--- src/rtl/thor2023_icache_req_generator.sv ---
// Icache miss -> two 128-bit Wishbone reads per 256-bit line, tracked in one of eight tid slots.
// Ack/request in the cycle after the miss is sampled; wbm_rdy low freezes the request; full holds off misses.
package thor2023_icache_pkg;
  typedef logic [31:0] address_t;

  typedef struct packed {
    logic           cyc;
    logic           stb;
    logic           we;
    logic [15:0]    sel;
    logic [7:0]     tid;
    address_t       adr;
    logic [127:0]   dat;
  } wb_cmd_request128_t;
endpackage

module thor2023_icache_req_generator
  import thor2023_icache_pkg::*;
#(
  parameter logic [3:0]  CHANNEL = 4'h0,
  parameter logic [15:0] SEL     = 16'hFFFF
) (
  input  logic               clk,
  input  logic               rst_n,
  input  logic               miss,
  input  address_t           miss_vadr,
  input  address_t           miss_padr,
  output logic               miss_ack,
  output wb_cmd_request128_t wbm_req,
  input  logic               wbm_rdy,
  input  logic               line_done,
  input  address_t           line_ptag,
  output address_t [15:0]    vtags,
  output logic               full,
  output logic [3:0]         pending
);

  localparam logic [1:0] IDLE = 2'd0;
  localparam logic [1:0] REQ0 = 2'd1;
  localparam logic [1:0] REQ1 = 2'd2;

  logic [1:0]         state_q, state_d;
  logic [7:0]         busy_q, busy_d;
  address_t [7:0]     slot_padr_q;
  address_t [15:0]    vtags_q;
  wb_cmd_request128_t req_q, req_d;
  logic               miss_ack_q, miss_ack_d;
  logic               full_q;
  logic [3:0]         pending_q, pending_d;

  address_t   miss_line, ptag_line, vadr_line;
  logic [7:0] hit_vec, retire_vec;
  logic       free_vld;
  logic [2:0] free_idx;
  logic       accept, dup, alloc;

  assign miss_line = miss_padr & ~32'h1F;
  assign ptag_line = line_ptag & ~32'h1F;
  assign vadr_line = miss_vadr & ~32'h1F;

  always_comb begin
    hit_vec    = '0;
    retire_vec = '0;
    free_vld   = 1'b0;
    free_idx   = 3'd0;
    for (int i = 0; i < 8; i++) begin
      hit_vec[i]    = busy_q[i] && (slot_padr_q[i] == miss_line);
      retire_vec[i] = line_done && (slot_padr_q[i] == ptag_line);
    end
    for (int i = 7; i >= 0; i--) begin
      if (!busy_q[i]) begin
        free_vld = 1'b1;
        free_idx = 3'(i);
      end
    end
  end

  // The miss is still held during its ack cycle, so that cycle is not a new sample.
  assign accept = (state_q == IDLE) && miss && !miss_ack_q;
  assign dup    = accept && (|hit_vec);
  assign alloc  = accept && !(|hit_vec) && free_vld;

  always_comb begin
    busy_d = busy_q & ~retire_vec;
    if (alloc) busy_d[free_idx] = 1'b1;
    pending_d = '0;
    for (int i = 0; i < 8; i++) pending_d = pending_d + 4'(busy_d[i]);
  end

  always_comb begin
    state_d    = state_q;
    req_d      = req_q;
    miss_ack_d = dup | alloc;
    case (state_q)
      IDLE: begin
        if (alloc) begin
          state_d   = REQ0;
          req_d     = '0;
          req_d.cyc = 1'b1;
          req_d.stb = 1'b1;
          req_d.sel = SEL;
          req_d.adr = miss_line;
          req_d.tid = {CHANNEL, free_idx, 1'b0};
        end
      end
      REQ0: begin
        if (wbm_rdy) begin
          state_d    = REQ1;
          req_d.adr  = req_q.adr | 32'h10;
          req_d.tid  = {req_q.tid[7:1], 1'b1};
        end
      end
      REQ1: begin
        if (wbm_rdy) begin
          state_d = IDLE;
          req_d   = '0;
        end
      end
      default: begin
        state_d = IDLE;
        req_d   = '0;
      end
    endcase
  end

  always_ff @(posedge clk or negedge rst_n) begin
    if (!rst_n) begin
      state_q     <= IDLE;
      busy_q      <= '0;
      slot_padr_q <= '0;
      vtags_q     <= '0;
      req_q       <= '0;
      miss_ack_q  <= 1'b0;
      full_q      <= 1'b0;
      pending_q   <= '0;
    end else begin
      state_q    <= state_d;
      busy_q     <= busy_d;
      req_q      <= req_d;
      miss_ack_q <= miss_ack_d;
      full_q     <= (busy_d == 8'hFF);
      pending_q  <= pending_d;
      if (alloc) begin
        slot_padr_q[free_idx]       <= miss_line;
        vtags_q[{free_idx, 1'b0}]   <= vadr_line;
        vtags_q[{free_idx, 1'b1}]   <= vadr_line | 32'h10;
      end
    end
  end

  assign miss_ack = miss_ack_q;
  assign wbm_req  = req_q;
  assign vtags    = vtags_q;
  assign full     = full_q;
  assign pending  = pending_q;

endmodule

--- config.mk ---
export PLATFORM = sky130hd
export DESIGN_NAME = thor2023_icache_req_generator
export DESIGN_NICKNAME = d
export VERILOG_FILES = /design/src/rtl/thor2023_icache_req_generator.sv
export SDC_FILE = /design/constraint.sdc
export NUM_CORES = 2
export LEC_CHECK = 0
export ABC_AREA = 1
export CORE_AREA = 2 2 317 319
export CTS_CLUSTER_DIAMETER = 80
export DETAILED_ROUTE_END_ITERATION = 10
export DIE_AREA = 0 0 319 321
export SETUP_SLACK_MARGIN = 0.1
export SYNTH_ARGS = -nofsm -noshare
export SYNTH_HDL_FRONTEND = slang
export SYNTH_SLANG_ARGS = --single-unit
--- constraint.sdc ---
create_clock -name clk -period 4.2 [get_ports clk]
set_input_delay 1.26 -clock clk [delete_from_list [all_inputs] [get_ports clk]]
set_output_delay 1.26 -clock clk [all_outputs]
set_load 0.05 [all_outputs]
### Word level (Yosys, flattened, before mapping)

Cells that the tools add are included.

* $add $sub $neg: 7
* $lt $le $gt $ge: 6
* equal/unequal tests: 22
* mux-type cells: 38
* bitwise gates (word level): 5
* reductions and logical operators: 30

Operator list (count)
* $bwmux W512: 2
* $eq A32 B32 Y1: 16
* $pmux W128 S3: 1
* $mux W187: 2
* $demux W32 S3: 3
* $bwmux W256: 1
* $pmux W40 S3: 1
* $mux W32: 3
* $pmux W19 S3: 1
* $mux W33: 1
* $logic_and A1 B1 Y1: 24
* $mux W3: 8
* $add A4 B1 Y4: 4
* $lt A4 B5 Y1 const B: 2
* $mux W1: 9
* $and A8 B8 Y8: 1
* $eq A8 B8 Y1 const B: 1
* $ge A4 B1 Y1 const B: 2
* $mux W8: 1
* $not A8 Y8: 1
* $or A8 B8 Y8: 1
* $reduce_or A8 Y1: 1
* $mux W2: 3
* $ne A2 B2 Y1 const B: 3
* other kinds (14): 16

* register bits: 971
* input port bits: 101
* word-level logic and storage cells: 146

### Longest topological paths before layout

* depth in word-level cells: 21
* depth in mapped cells: 28
* depth with buffers taken out: 24

### Worst setup path before layout

Ideal clock, no wire load.

* path type: in2reg
* from: input miss_padr[17]
* to: register pending_q[2] (netlist: pending[2])
* setup time: 0.123 ns
* data arrival time: 5.041 ns
* required time: 4.077 ns
* slack: -0.964 ns
* cell stages on the path: 26
* path buffers: 4
* path through: buf_2 inv_2 buf_4 nand2_1 nand4_1 nor2_1 nand3_1 nor2_1 nor2_1 nand2_1 nor2_4 nand2_2 inv_2 nand3_2 buf_6 buf_2 nand2_1 fa_1 inv_1 fa_1 fa_1 inv_1 ha_1 inv_1 fa_1 xnor2_1

* word-level cells in the longest chain between the ends: 14
* elaborated cells between the ends (all ways): 28

RTL lines
* from (decl): line 27 `input address_t miss_padr,`
* $eq A32 B32 Y1: line 67 `hit_vec[i] = busy_q[i] && (slot_padr_q[i] == miss_line);`
* $logic_and A1 B1 Y1: line 67
* $reduce_or A8 Y1 (*): line 81 `assign alloc = accept && !(|hit_vec) && free_vld;`
* $logic_not A1 Y1 (*): line 81
* $logic_and A1 B1 Y1 (*) (2 in a row): line 81
* $mux W8 (*): line 85 `if (alloc) busy_d[free_idx] = 1'b1;`
* named net busy_d[0]: line 43 `logic [7:0] busy_q, busy_d;`
* $add A1 B1 Y2 (*): line 87 `for (int i = 0; i < 8; i++) pending_d = pending_d + 4'(busy_d[i]);`
* $add A2 B1 Y3 (*): line 87
* $add A3 B1 Y4 (*): line 87
* $add A4 B1 Y4 (*) (4 in a row): line 87
* named net pending_d[2]: line 49 `logic [3:0] pending_q, pending_d;`
* to (signal assigned): line 142 `pending_q <= pending_d;`
* to (decl): line 49

Mark *: on every way through the listed nets, which the timed path passes. The rest lies on a longest branch.
A chain may end at the register's enable or synchronous reset.

### Worst setup path after layout

* from: input line_ptag[27]
* to: register pending_q[1] (netlist: pending[1])

* word-level cells in the longest chain between the ends: 13
* elaborated cells between the ends (all ways): 27

RTL lines
* from (decl): line 32 `input address_t line_ptag,`
* $eq A32 B32 Y1 (*): line 68 `retire_vec[i] = line_done && (slot_padr_q[i] == ptag_line);`
* $logic_and A1 B1 Y1 (*): line 68
* $not A8 Y8 (*): line 84 `busy_d = busy_q & ~retire_vec;`
* $and A8 B8 Y8 (*): line 84
* $or A8 B8 Y8 (no line)
* $mux W8 (*): line 85
* named net busy_d[1]: line 43
* $add A1 B1 Y2 (*): line 87
* $add A2 B1 Y3 (*): line 87
* $add A3 B1 Y4 (*): line 87
* $add A4 B1 Y4 (*) (4 in a row): line 87
* named net pending_d[1]: line 49

Marks and branches as above.

==> results.sh <==
export IMPL_outcome="finished with violations"
export IMPL_violations="setup timing"
export IMPL_grt_usage_pct=37.7
export IMPL_critPathRequiredTime_ns=4.78
export IMPL_routed_wl_met2_um=88400
export IMPL_setup_violations=5
export IMPL_power_density_mw_per_mm2=851
export IMPL_critPathArrivalTime_ns=5.33
export IMPL_path_max_fanout=4
export IMPL_max_slew_margin_pct=37.8
export IMPL_synthesis_area_mm2=0.0353
export IMPL_start_util_pct=35.5
export IMPL_layout_commonest_cell="nand2_1"
export IMPL_hpwl_um=150000
export IMPL_crit_chain="clkdlybuf4s50_1 -> buf_4 -> buf_4 -> xor2_1 -> nor4_1 -> nand3_1 -> o21ai_2 -> buf_6 -> nand2_4 -> fa_1 -> inv_1 -> fa_1 -> fa_1 -> inv_2 -> ha_4 -> inv_2 -> fa_2 -> inv_2"
export IMPL_grt_pass1_wl_um=272000
export IMPL_finalHoldViolCount=0
export IMPL_ant_nets=0
export IMPL_synthCells=4547
export IMPL_io_pins=806
export IMPL_synth_edf_count=0
export IMPL_synth_compound_area_share_pct=8.50
export IMPL_power_leakage_nw=27.0
export IMPL_maxCapViolCount=0
export IMPL_wl_per_cell_um=27.0
export IMPL_gp_congestion=1.10
export IMPL_finalMaxSlewViolations=0
export IMPL_io_buffers=581
export IMPL_skew_ns=0.0519
export IMPL_hp_class="flop to flop"
export IMPL_wirelength_met1_um=78000
export IMPL_synth_cell_type_count=47
export IMPL_synth_seq_cells=703
export IMPL_final_cells=7285
export IMPL_core_mm2=0.0993
export IMPL_cts_sinks=703
export IMPL_cpMaxStageDelayCell="fa_1"
export IMPL_synth_mux_area_share_pct=0
export IMPL_synthSimpleGateAreaFrac_pct=26.1
export IMPL_design_area_mm2=0.0526
export IMPL_holdBufCountCts=0
export IMPL_drt_iter0_drc=3364
export IMPL_path_class="input port to flop"
export IMPL_synth_area_per_cell_um2=7.76
export IMPL_drt_pass1_iter_count=5
export IMPL_synth_xor_area_share_pct=3.05
export IMPL_cts_tree="built"
export IMPL_pre_cts_slack_ns=-2.02
export IMPL_routed_wl_um=197000
export IMPL_irDropWorstVdd_mv=0.704
export IMPL_post_place_cells=7066
export IMPL_end_kind="flop"
export IMPL_drive_gt1_share_pct=21.7
export IMPL_synth_fa_ha_area_share_pct=0.369
export IMPL_finalSetupTns_ns=-1.26
export IMPL_synth_main_ff_cell="dfrtp_1"
export IMPL_clk_pin_slew_ns=0.06
export IMPL_placed_area_mm2=0.0480
export IMPL_grt_start_max_net_pins=91
export IMPL_grt_pass1_vias=35500
export IMPL_die_h_um=321
export IMPL_critPathBufInv=8
export IMPL_clkLatencyLatePin_ns=0.69
export IMPL_path_delay_family="adder cells"
export IMPL_area_delta_synth_final_pct=49.0
export IMPL_worst_slew_pin_slew_ns=0.930
export IMPL_nets=6028
export IMPL_dieArea_mm2=0.102
export IMPL_clockBufferDepth=3
export IMPL_cts_max_level=3
export IMPL_grt_overflow=0
export IMPL_rsz0062_at_grt="true"
export IMPL_ys_seq_area_share_pct=49.9
export IMPL_final_cell_mix="nand2_1 (1,856), buf_4 (805), dfrtp_1 (703), clkdlybuf4s50_1 (527), o21ai_0 (340)"
export IMPL_async_flop_share_pct=100
export IMPL_finalCritPeriodShare_pct=113
export IMPL_synth_top_family_by_area="simple AND/OR/NAND/NOR gates"
export IMPL_drc=0
export IMPL_setup_slack_ns=-0.549
export IMPL_yosys_warnings=0
export IMPL_rows=116
export IMPL_top_layer="met5"
export IMPL_cts_buffers=85
export IMPL_root_buffer="clkbuf_16"
export IMPL_cpPeakStageDelay_ns=0.53
export IMPL_antenna_found_initial=3
export IMPL_vias_per_cell=5.02
export IMPL_min_period_ns=4.75
export IMPL_vias=36500
export IMPL_cp_start_kind="input port"
export IMPL_wl_met3_um=17200
export IMPL_die_x_um=319
export IMPL_fmax_ghz=0.211
[state kept, by name (all words and copies together), names as in the netlist]
register / cells
busy_q: 8
slot_padr_q: 216
vtags: 440
full: 1
state_q: 2
pending: 4
miss_ack: 1
wbm_req: 31
[Yosys cell counts (3+ instances only)]
cell / instances / area (um^2)
clkbuf_1: 65 / 244
ha_1: 4 / 50.1
o2111ai_1: 18 / 158
nand2_1: 1925 / 7230
dfrtp_1: 703 / 17600
buf_4: 263 / 1970
nand3_1: 39 / 195
inv_1: 334 / 1250
buf_6: 21 / 236
xnor2_1: 69 / 604
clkinv_1: 11 / 41.3
o22ai_1: 88 / 551
nor3_1: 21 / 105
and3_1: 3 / 18.8
a21oi_1: 16 / 80.1
nand4_1: 51 / 319
a21boi_0: 3 / 22.5
o21ai_1: 65 / 325
o21ai_0: 348 / 1740
buf_2: 89 / 445
inv_2: 16 / 60.1
and2_1: 9 / 56.3
a221oi_1: 6 / 52.6
xor2_1: 54 / 473
nor2_1: 265 / 995
or2_2: 10 / 62.6
nor4_1: 22 / 138
fa_1: 4 / 80.1
[logic make-up after synthesis]
family	count (synthesis)
flops	703
compound gates	553
buf+inv	803
simple gates	2356
fa+ha+maj	8
other cells	1
xor+xnor	123
[metal layers]
metal,global-route usage (%),up-vias
li1,-,16500
met5,0,-
met1,46.9,17800
met2,59.5,1730
met4,21.5,2
met3,9.95,469
[final timing paths]
kind	startpoint	endpoint	slack, ns	depth (start not counted)
min in group asynchronous	rst_n	slot_padr_q[9]$_DFFE_PN0P_	0.60	1
max in group asynchronous	rst_n	vtags[248]$_DFFE_PN0P_	2.57	2
worst max register to register	busy_q[1]$_DFF_PN0_	pending[1]$_DFF_PN0_	-0.28	21
worst min-delay path	vtags[36]$_DFFE_PN0P_	vtags[36]$_DFFE_PN0P_	0.47	1
worst max-delay path	line_ptag[27]	pending[1]$_DFF_PN0_	-0.55	18
worst min register to register	vtags[36]$_DFFE_PN0P_	vtags[36]$_DFFE_PN0P_	0.47	1
[report_power, final]
part	internal, mW	switching (mW)
Combinational	8.75	16.1
Clock	4.69	3.28
Sequential	9.56	2.33
[stage by stage]
stage / power, mW / hold slack (ns) / util, %
2_1_floorplan: 25.0 / 0.453 / -
3_3_place_gp: 35.9 / 0.452 / 48.3
3_5_place_dp: 36.0 / 0.457 / 48.3
4_1_cts: 44.5 / 0.473 / 52.7
5_1_grt: 46.7 / 0.484 / 53.0
6_report: 44.7 / 0.471 / 53.0
[final cells by class]
type / count / area (um^2)
multi-input cells: 3249 / 14900
fillers: 9579 / 46700
flip-flops and latches: 703 / 17600
inverters: 363 / 1490
clock buffers: 113 / 2410
repair buffers: 1517 / 14000
diodes: 1 / 2.50
clock inverters: 41 / 581
well taps: 1298 / 1620
[repair_timing]
item	CTS	global route
resized for setup	413	49
setup endpoints to repair	545	200
pin swaps	92	36
setup buffers	53	6
gates cloned	3	2
No activity file was read; power rests on OpenSTA's default activity.
